[src/rtl/adaptive_filter_ctrl_pkg.sv]
// ---------------------------------------------------------------------------
// adaptive_filter_pkg
// Shared definitions for the adaptive filter slice: the Q8.6 sample format,
// the two filter modes and the sequencer state encoding. Used by the
// controller, its stream interface and anything that talks to the filter.
// ---------------------------------------------------------------------------
package adaptive_filter_pkg;

  // Q8.6 signed fixed point: 14 bits total, 6 of them fractional.
  localparam int Q_WIDTH = 14;
  localparam int Q_FRAC  = 6;

  // Filter mode encoding as seen on the filter's ctrl pin.
  localparam logic MODE_DIFF = 1'b0;
  localparam logic MODE_INT  = 1'b1;

  // Sequencer states: FLUSH holds the filter in reset, RUN streams samples,
  // DRAIN lets already accepted samples leave before a mode switch.
  typedef enum logic [1:0] {
    FLUSH = 2'd0,
    RUN   = 2'd1,
    DRAIN = 2'd2
  } ctrlState_e;

  // Larger of two integers, used to size the shared phase counter.
  function automatic int maxInt(input int a, input int b);
    return (a > b) ? a : b;
  endfunction

endpackage

[src/rtl/adaptive_filter_ctrl_if.sv]
// ---------------------------------------------------------------------------
// adaptive_filter_ctrl_if
// Bundles every non-clock signal of the filter sequencer.
//   master : the sequencer (drives s_tready, m_*, flt_* outputs, status)
//   slave  : its surroundings (sample source, sink, requester, filter)
// Signals:
//   mode_req_valid/mode_req/mode_req_ready : mode-change request handshake
//   s_tvalid/s_tready/s_tdata              : input sample stream
//   m_tvalid/m_tdata/m_tmode               : output stream, no backpressure
//   flt_srst/flt_ctrl/flt_s_tdata/flt_m_tdata : filter pins
//   busy, out_cnt                          : status
// ---------------------------------------------------------------------------
interface adaptive_filter_ctrl_if
  import adaptive_filter_pkg::*;
#(
  parameter int DATA_WIDTH = Q_WIDTH
);

  logic                  mode_req_valid;
  logic                  mode_req;
  logic                  mode_req_ready;
  logic                  s_tvalid;
  logic                  s_tready;
  logic [DATA_WIDTH-1:0] s_tdata;
  logic                  m_tvalid;
  logic [DATA_WIDTH-1:0] m_tdata;
  logic                  m_tmode;
  logic                  flt_srst;
  logic                  flt_ctrl;
  logic [DATA_WIDTH-1:0] flt_s_tdata;
  logic [DATA_WIDTH-1:0] flt_m_tdata;
  logic                  busy;
  logic [15:0]           out_cnt;

  modport master (
    input  mode_req_valid, mode_req, s_tvalid, s_tdata, flt_m_tdata,
    output mode_req_ready, s_tready, m_tvalid, m_tdata, m_tmode,
           flt_srst, flt_ctrl, flt_s_tdata, busy, out_cnt
  );

  modport slave (
    output mode_req_valid, mode_req, s_tvalid, s_tdata, flt_m_tdata,
    input  mode_req_ready, s_tready, m_tvalid, m_tdata, m_tmode,
           flt_srst, flt_ctrl, flt_s_tdata, busy, out_cnt
  );

endinterface

[src/rtl/adaptive_filter_ctrl_valid_delay_line.sv]
// ---------------------------------------------------------------------------
// valid_delay_line
// Shift register that delays a single valid flag by DEPTH cycles so it lines
// up with data travelling through a fixed-latency datapath.
//   clk    : clock, rising edge
//   srst_n : synchronous clear, active low
//   d_i    : flag entering the line
//   q_o    : flag DEPTH cycles later
// ---------------------------------------------------------------------------
module valid_delay_line #(
  parameter int DEPTH = 2
) (
  input  logic clk,
  input  logic srst_n,
  input  logic d_i,
  output logic q_o
);

  logic [DEPTH-1:0] pipe_q;

  // Each stage copies its predecessor every cycle; a clear empties the whole
  // line so nothing that was in flight survives a reset.
  always_ff @(posedge clk) begin
    if (!srst_n) begin
      pipe_q <= '0;
    end else begin
      pipe_q[0] <= d_i;
      for (int i = 1; i < DEPTH; i++) begin
        pipe_q[i] <= pipe_q[i-1];
      end
    end
  end

  assign q_o = pipe_q[DEPTH-1];

endmodule

[src/rtl/adaptive_filter_ctrl.sv]
// ---------------------------------------------------------------------------
// adaptive_filter_ctrl
// Sequencer in front of the free-running adaptive filter. Owns the filter's
// reset and mode pins, turns the raw filter into a valid/ready stream, and
// performs mode changes as drain -> flush -> reopen.
//   clk    : clock, rising edge
//   srst_n : synchronous reset, active low
//   bus    : adaptive_filter_ctrl_if.master (streams, request, filter pins,
//            busy and out_cnt status)
// ---------------------------------------------------------------------------
module adaptive_filter_ctrl
  import adaptive_filter_pkg::*;
#(
  parameter int   DATA_WIDTH        = Q_WIDTH,
  parameter int   FRACTIONAL_LENGTH = Q_FRAC,
  parameter int   FILTER_LATENCY    = 1,
  parameter int   FLUSH_CYCLES      = 4,
  parameter logic MODE_RST          = MODE_INT
) (
  input  logic                  clk,
  input  logic                  srst_n,
  adaptive_filter_ctrl_if.master bus
);

  localparam int DRAIN_CYCLES = FILTER_LATENCY + 2;
  localparam int PIPE_DEPTH   = FILTER_LATENCY + 1;
  localparam int CNT_MAX      = maxInt(FLUSH_CYCLES, DRAIN_CYCLES);
  localparam int CNT_WIDTH    = $clog2(CNT_MAX + 1);

  // Reject parameter sets the sequencer cannot honour.
  if (FLUSH_CYCLES < 1) begin : gBadFlushCycles
    $error("adaptive_filter_ctrl: FLUSH_CYCLES must be at least 1");
  end
  if (FRACTIONAL_LENGTH >= DATA_WIDTH) begin : gBadFracLength
    $error("adaptive_filter_ctrl: FRACTIONAL_LENGTH must be below DATA_WIDTH");
  end

  ctrlState_e            state_q, state_d;
  logic [CNT_WIDTH-1:0]  cnt_q, cnt_d;
  logic                  mode_q, mode_d;
  logic                  pendMode_q, pendMode_d;
  logic                  sReady;
  logic                  reqReady;
  logic                  accept;
  logic                  pipeOut;
  logic [DATA_WIDTH-1:0] fltSData_q;
  logic [DATA_WIDTH-1:0] mTData_q;
  logic                  mTValid_q;
  logic [15:0]           outCnt_q;

  // State register. Reset parks the sequencer in FLUSH with a full flush
  // count and forgets any pending mode, so a reset mid-change simply
  // restarts in the reset mode.
  always_ff @(posedge clk) begin
    if (!srst_n) begin
      state_q    <= FLUSH;
      cnt_q      <= CNT_WIDTH'(FLUSH_CYCLES);
      mode_q     <= MODE_RST;
      pendMode_q <= MODE_RST;
    end else begin
      state_q    <= state_d;
      cnt_q      <= cnt_d;
      mode_q     <= mode_d;
      pendMode_q <= pendMode_d;
    end
  end

  // Next-state logic. One counter serves both timed phases: it is loaded on
  // entry and the phase ends in the cycle it reads one. The new mode only
  // reaches the filter when FLUSH starts, after the old-mode samples have
  // left the output register.
  always_comb begin
    state_d    = state_q;
    cnt_d      = cnt_q;
    mode_d     = mode_q;
    pendMode_d = pendMode_q;
    unique case (state_q)
      FLUSH: begin
        if (cnt_q == CNT_WIDTH'(1)) begin
          state_d = RUN;
        end else begin
          cnt_d = cnt_q - CNT_WIDTH'(1);
        end
      end
      RUN: begin
        if (reqReady && (bus.mode_req != mode_q)) begin
          pendMode_d = bus.mode_req;
          cnt_d      = CNT_WIDTH'(DRAIN_CYCLES);
          state_d    = DRAIN;
        end
      end
      DRAIN: begin
        if (cnt_q == CNT_WIDTH'(1)) begin
          state_d = FLUSH;
          cnt_d   = CNT_WIDTH'(FLUSH_CYCLES);
          mode_d  = pendMode_q;
        end else begin
          cnt_d = cnt_q - CNT_WIDTH'(1);
        end
      end
      default: begin
        state_d = FLUSH;
        cnt_d   = CNT_WIDTH'(FLUSH_CYCLES);
      end
    endcase
  end

  // FSM outputs. Both ready signals are masked by reset so a request or
  // sample presented while srst_n is low is never acknowledged.
  always_comb begin
    sReady       = srst_n && (state_q == RUN);
    reqReady     = sReady && bus.mode_req_valid;
    accept       = sReady && bus.s_tvalid;
    bus.s_tready       = sReady;
    bus.mode_req_ready = reqReady;
    bus.flt_srst       = (state_q == FLUSH);
    bus.busy           = (state_q != RUN);
  end

  // Tracks which filter input cycles carried a real sample, so the filter
  // output can be tagged valid once it has crossed the filter.
  valid_delay_line #(
    .DEPTH (PIPE_DEPTH)
  ) u_validPipe (
    .clk    (clk),
    .srst_n (srst_n),
    .d_i    (accept),
    .q_o    (pipeOut)
  );

  // Sample path and output count. Cycles without an accepted sample feed the
  // filter zero. The output register only loads on a tagged sample so the
  // last value is held otherwise. The count restarts on every FLUSH entry
  // and sticks at all-ones rather than wrapping.
  always_ff @(posedge clk) begin
    if (!srst_n) begin
      fltSData_q <= '0;
      mTValid_q  <= 1'b0;
      mTData_q   <= '0;
      outCnt_q   <= '0;
    end else begin
      fltSData_q <= accept ? bus.s_tdata : '0;
      mTValid_q  <= pipeOut;
      if (pipeOut) begin
        mTData_q <= bus.flt_m_tdata;
      end
      if ((state_q != FLUSH) && (state_d == FLUSH)) begin
        outCnt_q <= '0;
      end else if (pipeOut && (outCnt_q != 16'hFFFF)) begin
        outCnt_q <= outCnt_q + 16'd1;
      end
    end
  end

  assign bus.flt_ctrl    = mode_q;
  assign bus.m_tmode     = mode_q;
  assign bus.flt_s_tdata = fltSData_q;
  assign bus.m_tvalid    = mTValid_q;
  assign bus.m_tdata     = mTData_q;
  assign bus.out_cnt     = outCnt_q;

endmodule

[src/flat_wrapper.sv]
// flat-port wrapper written by rule: the top's interface ports become plain ports
module adaptive_filter_ctrl_flat import adaptive_filter_pkg::*;
#(
  parameter int   DATA_WIDTH        = Q_WIDTH,
  parameter int   FRACTIONAL_LENGTH = Q_FRAC,
  parameter int   FILTER_LATENCY    = 1,
  parameter int   FLUSH_CYCLES      = 4,
  parameter logic MODE_RST          = MODE_INT
)
  (clk, srst_n, bus_mode_req_valid, bus_mode_req, bus_s_tvalid, bus_s_tdata, bus_flt_m_tdata, bus_mode_req_ready, bus_s_tready, bus_m_tvalid, bus_m_tdata, bus_m_tmode, bus_flt_srst, bus_flt_ctrl, bus_flt_s_tdata, bus_busy, bus_out_cnt);
  adaptive_filter_ctrl_if #(.DATA_WIDTH(DATA_WIDTH)) bus_i ();
  input  logic clk;
  input  logic srst_n;
  input wire logic [$bits(bus_i.mode_req_valid)-1:0] bus_mode_req_valid;
  input wire logic [$bits(bus_i.mode_req)-1:0] bus_mode_req;
  input wire logic [$bits(bus_i.s_tvalid)-1:0] bus_s_tvalid;
  input wire logic [$bits(bus_i.s_tdata)-1:0] bus_s_tdata;
  input wire logic [$bits(bus_i.flt_m_tdata)-1:0] bus_flt_m_tdata;
  output wire logic [$bits(bus_i.mode_req_ready)-1:0] bus_mode_req_ready;
  output wire logic [$bits(bus_i.s_tready)-1:0] bus_s_tready;
  output wire logic [$bits(bus_i.m_tvalid)-1:0] bus_m_tvalid;
  output wire logic [$bits(bus_i.m_tdata)-1:0] bus_m_tdata;
  output wire logic [$bits(bus_i.m_tmode)-1:0] bus_m_tmode;
  output wire logic [$bits(bus_i.flt_srst)-1:0] bus_flt_srst;
  output wire logic [$bits(bus_i.flt_ctrl)-1:0] bus_flt_ctrl;
  output wire logic [$bits(bus_i.flt_s_tdata)-1:0] bus_flt_s_tdata;
  output wire logic [$bits(bus_i.busy)-1:0] bus_busy;
  output wire logic [$bits(bus_i.out_cnt)-1:0] bus_out_cnt;
  assign bus_i.mode_req_valid = bus_mode_req_valid;
  assign bus_i.mode_req = bus_mode_req;
  assign bus_i.s_tvalid = bus_s_tvalid;
  assign bus_i.s_tdata = bus_s_tdata;
  assign bus_i.flt_m_tdata = bus_flt_m_tdata;
  assign bus_mode_req_ready = bus_i.mode_req_ready;
  assign bus_s_tready = bus_i.s_tready;
  assign bus_m_tvalid = bus_i.m_tvalid;
  assign bus_m_tdata = bus_i.m_tdata;
  assign bus_m_tmode = bus_i.m_tmode;
  assign bus_flt_srst = bus_i.flt_srst;
  assign bus_flt_ctrl = bus_i.flt_ctrl;
  assign bus_flt_s_tdata = bus_i.flt_s_tdata;
  assign bus_busy = bus_i.busy;
  assign bus_out_cnt = bus_i.out_cnt;
  adaptive_filter_ctrl #(.DATA_WIDTH(DATA_WIDTH), .FRACTIONAL_LENGTH(FRACTIONAL_LENGTH), .FILTER_LATENCY(FILTER_LATENCY), .FLUSH_CYCLES(FLUSH_CYCLES), .MODE_RST(MODE_RST)) u_core (.clk(clk), .srst_n(srst_n), .bus(bus_i));
endmodule
[config.mk]
export PLATFORM = sky130hd
export DESIGN_NAME = adaptive_filter_ctrl_flat
export DESIGN_NICKNAME = d
export VERILOG_FILES = /design/src/rtl/adaptive_filter_ctrl_pkg.sv /design/src/rtl/adaptive_filter_ctrl_if.sv /design/src/rtl/adaptive_filter_ctrl_valid_delay_line.sv /design/src/rtl/adaptive_filter_ctrl.sv /design/src/flat_wrapper.sv
export SDC_FILE = /design/constraint.sdc
export NUM_CORES = 1
export LEC_CHECK = 0
export BUFFER_PORTS_ARGS = -buffer_cell sky130_fd_sc_hd__buf_4
export CAP_MARGIN = 30
export CORE_MARGIN = 10
export CORE_UTILIZATION = 51
export CTS_CLUSTER_DIAMETER = 120
export CTS_CLUSTER_SIZE = 20
export DETAILED_ROUTE_END_ITERATION = 8
export PLACE_DENSITY = 0.81
export SLEW_MARGIN = 20
export SYNTH_ARGS = -nofsm -noshare
export SYNTH_HDL_FRONTEND = slang
export SYNTH_SLANG_ARGS = --single-unit
[constraint.sdc]
create_clock -name clk -period 3.1 [get_ports clk]
set_input_delay 0.31 -clock clk [delete_from_list [all_inputs] [get_ports clk]]
set_output_delay 0.31 -clock clk [all_outputs]
set_load 0.01 [all_outputs]
; ---- Word-level counts from Yosys, hierarchy flattened
; Index checks and enable logic that the tools add are counted.
[classes]
n_addsub = 2
mux = 8
n_reduce_logical = 14
bitwise = 1
n_eq_ne = 8
[ops]
columns = operator, count
row1 = $add 16x1->16 const B, 1
row2 = $ne 16x16->1 const B, 1
row3 = $mux 3, 3
row4 = $pmux 3 s3, 1
row5 = $reduce_and 2->1, 4
row6 = $logic_and 1x1->1, 6
row7 = $mux 2, 3
row8 = $pmux 2 s3, 1
row9 = $logic_not 2->1, 2
row10 = $ne 2x1->1 const B, 2
row11 = $eq 3x1->1 const B, 1
row12 = $sub 3x1->3 const B, 1
row13 = $eq 2x1->1 const B, 1
row14 = $eq 2x2->1 const B, 1
row15 = $ne 2x2->1 const B, 1
row16 = $reduce_bool 2->1, 1
row17 = $reduce_or 2->1, 1
row18 = $ne 1x1->1, 1
row19 = $not 1->1, 1
[totals]
output_inout_bits = 51
ff_bits = 54
input_bits = 33
wordCells = 42

; ---- Depth between registers and ports, before layout
; Gate-level depths: netlist of run 1.
[depth]
word_depth = 9
mapped_depth = 7
depth_no_buf = 7

; ---- Cells and area by module
; Synthesis of run 1 repeated with hierarchy kept, for this count alone.
[hier_totals]
hier_cells = 237
area_unflattened_um2 = 2296.0
[by_module_without_submodules]
columns = module, seq_area_each_um2, cells_per_inst, instances, area_each_um2
row1 = adaptive_filter_ctrl, 1041.0, 233, 1, 2243.4
row2 = valid_delay_line, 40.0, 4, 1, 52.6

; ---- Worst setup path before layout of run 1
; Ideal clock, no wire load.
[synth_path]
path_kind = reg-to-reg
startpoint = register u_core.outCnt_q[0] (netlist: u_core.bus.out_cnt[0])
endpoint = register u_core.outCnt_q[2] (netlist: u_core.bus.out_cnt[2])
path_stages_with_launch = 7
synth_period_minus_slack_ps = 1791
setup_time_ps = 130
path_buffers = 0
path_slack_ps = 1309
required_time_ps = 2970
arrival_ps = 1660
cell_sequence = dfxtp_1 -> ha_1 -> nand4_4 -> or4_4 -> nand3_1 -> xor2_1 -> nor2_1
[synth_via]
elab_chain_cells = 2
elab_cells_between_ends = 3
classes_between = add/sub (1) / eq/ne (1) / reduce/logical (1)
[synth_lines]
columns = item, line
row1 = from (decl), adaptive_filter_ctrl.sv:49  ; logic [15:0] outCnt_q;
row2 = from (signal assigned), adaptive_filter_ctrl.sv:150  ; outCnt_q <= outCnt_q + 16'd1;
row3 = "parallel branches: the longest is 2 deep, another holds $add 16x1->16", n/a
; Several ways; the timed one is not identified.
; A chain may end at the register's enable or synchronous reset.

; ---- Final worst setup path of run 1
; Ends and elaborated chain as after synthesis.

==> impl_metrics.py, run 1 <==
metrics = {
    "finish": {
        "multiInputGateArea_um2": 960,
        "fillerInstances": 321,
        "seq_area_um2": 1080,
        "drive_gt1_share_pct": 31.3,
        "final_nets": 340,
        "antenna_cells": 0,
        "final_util_pct": 71.4,
        "area_growth_pct": 35.4,
        "stdcell_count": 354,
    },
    "sta": {
        "fmax_ghz": 0.546,
        "tightest_slew_ps": 536,
        "relSlewSlack_pct": 63.9,
        "skew_ps": 6.99,
        "min_period_ps": 1830,
        "maxSlewViolCount": 0,
        "hold_slack_ps": 204,
        "setup_viol": 0,
        "rsz0062_at_grt": "no",
        "finalHoldViolCount": 0,
        "period_share_pct": 59.1,
        "tns_ps": 0,
    },
    "worst_setup_path": {
        "crit_fanout": 6,
        "endpoint_kind": "flip-flop",
        "cp-start-kind": "flip-flop",
        "crit_type": "reg2reg",
        "required_ps": 3300,
        "arrival_ps": 2030,
    },
    "route": {
        "post_drt_wl_per_cell_um": 14.2,
        "antenna_left": 0,
        "routed_via_density": 5.12,
        "via_count": 1814,
        "drc": 0,
        "drtIter0Drc": 79,
        "wirelength_mm": 5.04,
        "drtPass1Iterations": 4,
    },
    "clocking": {
        "cts_resized": 0,
        "root_buffer": "clkbuf_8",
        "clk_pin_slew_ps": 90,
        "cts.sinks": 54,
        "cts_hold_buf": 0,
        "htreeDepth": 2,
        "tritoncts": "yes",
        "cts_setup_buffers": 0,
        "cts_buffers": 5,
        "clock_latency_ps": 300,
        "cts_max_path_buffers": 2,
    },
    "yosys": {
        "synth_nets": 255,
        "synth.distinct_cells": 38,
        "synth-simple-area-share_pct": 24.9,
        "syn_area_per_cell_um2": 9.63,
        "synth_mux_area_share_pct": 7.59,
        "synth-warning-count": 0,
        "ys_seq_area_share_pct": 51.2,
        "ys_seq_elements": 54,
        "synth_xor_area_share_pct": 4.57,
        "yosys.area_share.adder_pct": 1.78,
        "synth_top_family_by_area": "simple AND/OR/NAND/NOR gates",
        "synth_compound_area_share_pct": 6.64,
        "synth_area_um2": 2110,
        "netlist_instances": 219,
    },
    "global_route": {
        "overflow": 0,
        "grt_max_degree": 20,
        "gr-usage-all-layers_pct": 13.8,
        "antenna_found_initial": 0,
        "grt_pass1_wl_mm": 8.29,
        "grt_pass1_vias": 1805,
    },
    "power": {
        "leakagePower_uw": 0.00125,
        "vdd_ir_drop_max_mv": 0.386,
        "p_per_area_nw_per_um2": 455,
        "total_power_uw": 1300,
    },
    "placed_design": {
        "hpwl_mm": 3.96,
        "dp.cells": 347,
        "portBuffers": 83,
        "gp_congestion": 0.767,
    },
    "job": {
        "maxCapViolCount": 0,
    },
    "floorplanning": {
        "die_area_um2": 7110,
        "initial_core_util_pct": 52.7,
        "die_h_um": 84.3,
        "io_pins": 84,
        "die_w_um": 84.3,
        "row_count": 23,
        "core_area_um2": 4000,
    },
    "outcome": {
        "status": "finished clean",
    },
    "worst_hold_path": {
        "hold_path_class": "in2reg",
    },
}
## synthesized netlist by cell type
library cell / number / area share [%]
clkbuf_1: 4 / 0.71
xor2_1: 7 / 2.9
buf_2: 1 / 0.24
ha_1: 3 / 1.8
nand4_1: 3 / 0.89
a2111oi_0: 1 / 0.42
inv_1: 8 / 1.4
nand3_1: 10 / 2.4
nor4_4: 1 / 1.0
nor2_1: 30 / 5.3
or3_1: 5 / 1.5
and2_1: 16 / 4.7
o2111ai_1: 1 / 0.42
nor2b_1: 1 / 0.30
and3_1: 4 / 1.2
and4_1: 2 / 0.83
a21o_1: 1 / 0.36
xnor2_1: 4 / 1.7
nor3_1: 5 / 1.2
and2b_1: 1 / 0.36
a21oi_1: 8 / 1.9
o211ai_1: 1 / 0.36
a211o_1: 1 / 0.42
nor4b_1: 1 / 0.42
nand4_4: 1 / 1.0
a31oi_1: 1 / 0.30
o21ai_0: 8 / 1.9
or4_4: 1 / 0.53
buf_4: 2 / 0.71
clkinv_1: 1 / 0.18
nand4_2: 1 / 0.59
nor4_1: 2 / 0.59
mux2i_1: 16 / 7.6
dfxtp_1: 54 / 51
o21ai_1: 1 / 0.24
nand2_1: 10 / 1.8
nand2b_1: 1 / 0.30
o31ai_1: 1 / 0.36
## final timing paths
kind                                                              start                                 endpoint  slack [ps]  depth (start not counted)
worst max-delay path                 u_core.bus.out_cnt[0]$_SDFFE_PP0P_       u_core.bus.out_cnt[2]$_SDFFE_PP0P_        1270                          6
worst min-delay path                                     bus_s_tdata[0]     u_core.bus.flt_s_tdata[0]$_SDFF_PN0_         200                          2
worst max register to register       u_core.bus.out_cnt[0]$_SDFFE_PP0P_       u_core.bus.out_cnt[2]$_SDFFE_PP0P_        1270                          6
worst min register to register  u_core.u_validPipe.pipe_q[0]$_SDFF_PN0_  u_core.u_validPipe.pipe_q[1]$_SDFF_PN0_         450                          1
## worst max-delay path, stage by stage, from the launching register on
cell,delay (ps)
dfxtp_1,400
ha_1,250
nand4_4,160
or4_4,580
nand3_1,110
xor2_1,160
nor2_1,60
## per-layer routing
metal / global-route usage (%) / up-vias / share of wire (%)
li1: - / 916 / -
met1: 14.2 / 829 / 39
met2: 22.3 / 64 / 47
met3: 9.37 / 5 / 13
met4: 4.11 / 0 / 1.1
met5: 0 / - / 0
## report_power, final
group	total (uW)	switching, uW	internal, uW
clock network	366	211	155
logic	190	90.7	98.9
registers	742	19.4	723
## placed cells by master (no fill, tap or decap), types with 2 or more instances in the layout
master	Yosys	final
a21oi_1	8	8
and2_1	16	16
and3_1	4	4
and4_1	2	2
buf_4	2	85
clkbuf_8	0	5
dfxtp_1	54	54
ha_1	3	3
inv_1	8	8
mux2i_1	16	16
nand2_1	10	10
nand3_1	10	10
nand4_1	3	3
nor2_1	30	30
nor3_1	5	5
nor4_1	2	2
o21ai_0	8	8
or3_1	5	5
xnor2_1	4	4
xor2_1	7	7
## final cells by class
class	instances	area share [%]
Timing Repair Buffer	85	22.3
Clock inverter	1	0.263
Sequential cell	54	37.9
Inverter	9	1.18
Clock buffer	6	2.54
Tap cell	50	2.19
Multi-Input combinational cell	149	33.6
## sequential cells by signal (all words and copies together), names as in the netlist
name / flops
u_core.bus.out_cnt: 16
u_core.bus.flt_s_tdata: 14
u_core.cnt_q: 3
u_core.pendMode_q: 1
u_core.bus.flt_ctrl: 1
u_core.u_validPipe.pipe_q: 2
u_core.state_q: 2
u_core.bus.m_tdata: 14
u_core.bus.m_tvalid: 1
## kinds of logic (layout without fill, tap and decap cells)
| logic type | after synthesis | after routing |
|---|---|---|
| AOI/OAI and AO/OA | 24 | 24 |
| xor gates and xnor gates | 11 | 11 |
| adders and majority gates | 3 | 3 |
| muxes | 16 | 16 |
| DFF | 54 | 54 |
| and+or+nand+nor | 95 | 95 |
| buffers and inverters | 16 | 101 |
## per-stage QoR
stage / worst slack [ps] / area [um^2]
floorplan: 1310 / 2110
global placement: 1320 / 2780
detailed placement: 1280 / 2780
CTS: 1270 / 2860
global route: 1120 / 2860
finish: 1270 / 2860
(Power assumes the default switching activity.)
==> run 2, diff against run 1 <==
--- a/config.mk
+++ b/config.mk
@@ -8,11 +8,11 @@
 export BUFFER_PORTS_ARGS = -buffer_cell sky130_fd_sc_hd__buf_4
 export CAP_MARGIN = 30
 export CORE_MARGIN = 10
-export CORE_UTILIZATION = 51
+export CORE_UTILIZATION = 43
 export CTS_CLUSTER_DIAMETER = 120
 export CTS_CLUSTER_SIZE = 20
 export DETAILED_ROUTE_END_ITERATION = 8
-export PLACE_DENSITY = 0.81
+export PLACE_DENSITY = 0.73
 export SLEW_MARGIN = 20
 export SYNTH_ARGS = -nofsm -noshare
 export SYNTH_HDL_FRONTEND = slang
==> constraint.sdc (replaced) <==
create_clock -name clk -period 1.6 [get_ports clk]
set_input_delay 0.16 -clock clk [delete_from_list [all_inputs] [get_ports clk]]
set_output_delay 0.16 -clock clk [all_outputs]
set_load 0.01 [all_outputs]
==> run 2 against run 1 <==
Count of clock-buffer cells in the layout fell by 1. Critical path depth unchanged. Final cell count is 12% higher. Global-route usage fell by 0.69 points. Clock power up 140%. Worst hold slack worse by 150 ps.
==> impl_metrics.py, run 2 (synthesis gave the netlist of run 1 again) <==
metrics = {
    "outcome": {
        "status": "finished clean",
    },
    "floorplanning": {
        "row_count": 25,
        "die_w_um": 90.0,
        "io_pins": 84,
        "die_area_um2": 8110,
        "die_h_um": 90.0,
        "core_area_um2": 4750,
        "initial_core_util_pct": 44.4,
    },
    "job": {
        "maxCapViolCount": 0,
    },
    "finish": {
        "drive_gt1_share_pct": 41.8,
        "final_common_cell": "buf_4",
        "final_cell_mix": "110 x buf_4, 48 x dfxtp_1, 29 x nor2_1, 16 x mux2i_1, 16 x and2_1",
        "area_growth_pct": 50.5,
        "antenna_cells": 0,
        "final_nets": 365,
        "final_util_pct": 66.8,
        "largest_reg_flops": 16,
    },
    "worst_setup_path": {
        "reg2regPathDepth": 6,
        "crit_type": "reg2reg",
        "crit_path_start": "u_core.bus.out_cnt[1]$_SDFFE_PP0P_",
        "crit_chain": "ha_4 > nand4_4 > nor4_4 > or3_4 > or3_1 > a21oi_1",
        "cp-start-kind": "flip-flop",
        "r2r_setup_slack_ps": 40,
        "worstReg2RegStart": "u_core.bus.out_cnt[1]$_SDFFE_PP0P_",
        "cpMaxStageDelayCell": "dfxtp_4",
        "slowest_delay_ps": 360,
        "endpoint": "u_core.bus.out_cnt[6]$_SDFFE_PP0P_",
        "crit_fanout": 4,
        "cp_num_cells": 6,
        "r2r_end": "u_core.bus.out_cnt[6]$_SDFFE_PP0P_",
        "worst-path-buf-inv": 0,
        "path_delay_family": "simple AND/OR/NAND/NOR gates",
        "arrival_ps": 1790,
        "required_ps": 1830,
        "endpoint_kind": "flip-flop",
    },
    "route": {
        "drtIter0Drc": 53,
        "drtPass1Iterations": 4,
        "post_drt_wl_per_cell_um": 14.2,
        "wirelength_mm": 5.63,
        "routed_via_density": 4.82,
        "drc": 0,
        "via_count": 1912,
        "antenna_left": 0,
    },
    "clocking": {
        "htreeDepth": 2,
        "cts_buffers": 5,
        "cts.sinks": 54,
        "tritoncts": "yes",
        "cts_hold_buf": 0,
        "root_buffer": "clkbuf_8",
        "clk_pin_slew_ps": 90,
        "clock_latency_ps": 300,
        "cts_max_path_buffers": 2,
    },
    "sta": {
        "finalHoldViolCount": 0,
        "min_period_ps": 1560,
        "maxSlewViolCount": 0,
        "setup_viol": 0,
        "tightest_slew_ps": 390,
        "relSlewSlack_pct": 73.6,
        "period_share_pct": 97.7,
        "fmax_ghz": 0.639,
        "hold_slack_ps": 53.2,
        "skew_ps": 3.25,
        "rsz0062_at_grt": "yes",
    },
    "global_route": {
        "grt_pass1_vias": 1908,
        "grt_max_degree": 19,
        "grt_pass1_wl_mm": 9.03,
        "overflow": 0,
        "antenna_found_initial": 0,
        "gr-usage-all-layers_pct": 13.1,
    },
    "power": {
        "p_per_area_nw_per_um2": 859,
        "vdd_ir_drop_max_mv": 0.552,
        "leakagePower_uw": 0.00142,
        "total_power_uw": 2730,
    },
    "placed_design": {
        "hpwl_mm": 4.39,
        "portBuffers": 83,
        "gp_congestion": 0.813,
    },
    "worst_hold_path": {
        "hold_path_class": "in2reg",
        "hold_depth": 2,
    },
}
==> run 2: metal layers <==
| layer | vias up | GRT usage [%] | wire (um) |
|---|---|---|---|
| met5 | - | 0 | 0 |
| met4 | 0 | 3.58 | 46 |
| met3 | 5 | 7.90 | 645 |
| met2 | 68 | 20.6 | 2550 |
| met1 | 876 | 14.7 | 2390 |
| li1 | 963 | - | - |
==> run 2: what timing repair did <==
item / CTS / global route
pin swaps: 2 / 2
buffers inserted: 0 / 3
endpoints found under the hold margin: 0 / 0
endpoints found under the setup margin: 2 / 19
gates resized for setup: 1 / 14
==> run 2: cell type report <==
cell class | instances | area (um^2)
Clock buffer | 5 | 68.8
Clock inverter | 3 | 40.0
Fill cell | 429 | 1580
Inverter | 9 | 33.8
Multi-Input combinational cell | 149 | 1030
Sequential cell | 54 | 1090
Tap cell | 67 | 83.8
Timing Repair Buffer | 110 | 826
==> run 2: per-stage QoR <==
| stage | instances | setup slack (ps) | setup TNS [ps] | instance area [um^2] |
|---|---|---|---|---|
| after floorplan | 219 | -0.0266 | -0.0266 | 2130 |
| after global placement | 386 | 25.9 | 0 | 2980 |
| after detailed placement | 386 | -17.3 | -18.9 | 2980 |
| after CTS | 394 | 6.38 | 0 | 3100 |
| after global routing | 397 | -35.8 | -102 | 3170 |
| final | 397 | 36.1 | 0 | 3170 |
==> run 2: worst min path at each step <==
stage / from / end / slack, ps
global placement: bus_s_tdata[12] / u_core.bus.flt_s_tdata[12]$_SDFF_PN0_ / 360
global route: bus_s_tdata[7] / u_core.bus.flt_s_tdata[7]$_SDFF_PN0_ / 30
finish: bus_s_tdata[7] / u_core.bus.flt_s_tdata[7]$_SDFF_PN0_ / 50
detailed placement: bus_s_tdata[0] / u_core.bus.flt_s_tdata[0]$_SDFF_PN0_ / 360
floorplan: bus_s_tdata[0] / u_core.bus.flt_s_tdata[0]$_SDFF_PN0_ / 280
CTS: bus_s_tdata[0] / u_core.bus.flt_s_tdata[0]$_SDFF_PN0_ / 40
==> run 2: where the power goes <==
group / switching, uW / internal [uW] / leakage, uW
clock: 427 / 461 / 0.0000579
combinational: 191 / 213 / 0.000920
sequential: 36.3 / 1400 / 0.000440
==> run 3, diff against run 2 <==
--- a/config.mk
+++ b/config.mk
@@ -5,13 +5,14 @@
 export SDC_FILE = /design/constraint.sdc
 export NUM_CORES = 1
 export LEC_CHECK = 0
-export BUFFER_PORTS_ARGS = -buffer_cell sky130_fd_sc_hd__buf_4
+export BUFFER_PORTS_ARGS = -buffer_cell sky130_fd_sc_hd__buf_2
 export CAP_MARGIN = 30
 export CORE_MARGIN = 10
 export CORE_UTILIZATION = 43
 export CTS_CLUSTER_DIAMETER = 120
 export CTS_CLUSTER_SIZE = 20
 export DETAILED_ROUTE_END_ITERATION = 8
+export MAX_ROUTING_LAYER = met4
 export PLACE_DENSITY = 0.73
 export SLEW_MARGIN = 20
 export SYNTH_ARGS = -nofsm -noshare
==> run 3 against run 2 <==
Combinational power shrank 14%. First-iteration DRC count shrank 13%. Die area is the same. Total power shrank 7.5%. Critical path depth is the same. Count of clock-buffer cells in the layout is the same. Clock skew grew 4.1 ps. Via count shrank 0.52%. Utilization shrank 5.2 points. Final cell count shrank 0.25%. Worst setup slack lost 22 ps. Fmax shrank 1.4%. Largest power group unchanged. Highest routed layer unchanged.
==> impl_metrics.py, run 3 (synthesis gave the netlist of run 1 again) <==
metrics = {
    "placed_design": {
        "portBuffers": 83,
        "gp_congestion": 0.827,
        "hpwl_mm": 4.29,
    },
    "clocking": {
        "cts_hold_buf": 0,
        "cts_buffers": 5,
        "cts_max_path_buffers": 2,
        "tritoncts": "yes",
        "htreeDepth": 2,
        "cts.sinks": 54,
        "root_buffer": "clkbuf_8",
        "clock_latency_ps": 300,
        "clk_pin_slew_ps": 90,
    },
    "route": {
        "wirelength_mm": 5.48,
        "post_drt_wl_per_cell_um": 13.8,
        "antenna_left": 0,
        "drtIter0Drc": 46,
        "via_count": 1902,
        "routed_via_density": 4.80,
        "drtPass1Iterations": 4,
        "drc": 0,
    },
    "worst_setup_path": {
        "endpoint_kind": "flip-flop",
        "cpMaxStageDelayCell": "or4_4",
        "arrival_ps": 1780,
        "crit_path_start": "u_core.bus.out_cnt[1]$_SDFFE_PP0P_",
        "crit_chain": "ha_4 > nand4_4 > or4_4 > nand3_1 > xor2_1 > nor2_1",
        "required_ps": 1790,
        "r2r_setup_slack_ps": 10,
        "worstReg2RegStart": "u_core.bus.out_cnt[1]$_SDFFE_PP0P_",
        "worst-path-buf-inv": 0,
        "path_delay_family": "simple AND/OR/NAND/NOR gates",
        "reg2regPathDepth": 6,
        "crit_type": "reg2reg",
        "cp_num_cells": 6,
        "crit_fanout": 4,
        "r2r_end": "u_core.bus.out_cnt[2]$_SDFFE_PP0P_",
        "endpoint": "u_core.bus.out_cnt[2]$_SDFFE_PP0P_",
        "cp-start-kind": "flip-flop",
        "slowest_delay_ps": 540,
    },
    "finish": {
        "final_cell_mix": "83 x buf_2, 48 x dfxtp_1, 29 x nor2_1, 27 x buf_4",
        "multiInputGateArea_um2": 1020,
        "final_util_pct": 61.6,
        "seq_area_um2": 1090,
        "antenna_cells": 0,
        "final_nets": 365,
        "area_growth_pct": 38.7,
        "drive_gt1_share_pct": 41.3,
        "largest_reg_flops": 16,
        "final_common_cell": "buf_2",
        "fillerInstances": 427,
    },
    "global_route": {
        "grt_pass1_wl_mm": 9.01,
        "grt_pass1_vias": 1963,
        "overflow": 0,
        "gr-usage-all-layers_pct": 13.6,
        "antenna_found_initial": 0,
        "grt_max_degree": 19,
    },
    "floorplanning": {
        "io_pins": 84,
        "die_area_um2": 8110,
        "core_area_um2": 4750,
        "row_count": 25,
        "die_w_um": 90.0,
        "die_h_um": 90.0,
        "initial_core_util_pct": 44.4,
    },
    "sta": {
        "period_share_pct": 99.1,
        "maxSlewViolCount": 0,
        "skew_ps": 7.38,
        "relSlewSlack_pct": 74.4,
        "fmax_ghz": 0.630,
        "rsz0062_at_grt": "yes",
        "setup_viol": 0,
        "min_period_ps": 1590,
        "finalHoldViolCount": 0,
        "tightest_slew_ps": 380,
    },
    "job": {
        "maxCapViolCount": 0,
    },
    "power": {
        "vdd_ir_drop_max_mv": 0.715,
        "total_power_uw": 2520,
        "p_per_area_nw_per_um2": 862,
        "leakagePower_uw": 0.00137,
    },
    "outcome": {
        "status": "finished clean",
    },
    "worst_hold_path": {
        "hold_path_class": "in2reg",
    },
}
-- run 3: area by class of cell --
class,instances,area share [%]
clock buffer,5,2.35
clock inverter,2,0.428
inverter,9,1.15
multi-input combinational,149,34.7
sequential,54,37.4
tap,67,2.86
timing repair buffer,110,21.1
-- run 3: where the power goes --
part           internal (uW)  switching (uW)  total (uW)
registers               1400            32.8        1430
clock network            303             439         742
logic                    168             181         349
-- run 3: repair_timing --
item                                    CTS  global route
endpoints found under the setup margin    3            18
pin swaps                                 2             4
endpoints found under the hold margin     0             0
resized for setup                         2            11
buffers inserted                          2             1
-- run 3: worst min-delay path by stage --
stage                                            endpoint       startpoint  slack (ps)  cells past startpoint
floorplan            u_core.bus.flt_s_tdata[0]$_SDFF_PN0_   bus_s_tdata[0]         280                      1
global placement     u_core.bus.flt_s_tdata[4]$_SDFF_PN0_   bus_s_tdata[4]         360                      2
detailed placement  u_core.bus.flt_s_tdata[12]$_SDFF_PN0_  bus_s_tdata[12]         360                      2
CTS                 u_core.bus.flt_s_tdata[12]$_SDFF_PN0_  bus_s_tdata[12]          40                      2
global route         u_core.bus.flt_s_tdata[6]$_SDFF_PN0_   bus_s_tdata[6]          40                      2
finish              u_core.bus.flt_s_tdata[12]$_SDFF_PN0_  bus_s_tdata[12]          50                      2
-- run 3: through the flow --
step	cell area [um^2]	worst slack (ps)	std cells	hold WS (ps)	setup TNS (ps)
5_1_grt	2930	-61.4	396	36.7	-219
2_1_floorplan	2130	-0.0266	219	282	-0.0266
3_3_place_gp	2780	13.9	386	359	0
6_report	2930	13.8	396	47.8	0
4_1_cts	2890	17.4	395	36.1	0
3_5_place_dp	2780	-27.1	386	361	-27.1
-- run 3: worst reg2reg max path: cells and delay by family, from the launching register on --
family	cells	cell delay, ps
and+or+nand+nor	4	810
xor gates and xnor gates	1	150
DFF	1	370
adders and majority gates	1	150
-- run 3: routing by layer --
layer  global-route usage, %  part of all wire [%]  wire (um)  vias to the layer above
met5                       -                     0          0                        -
met2                    21.2                    46       2510                       61
met3                    5.99                   8.5        466                        4
li1                        -                     -          -                      969
met1                    15.5                    45       2470                      868
met4                    3.85                  0.53         29                        0
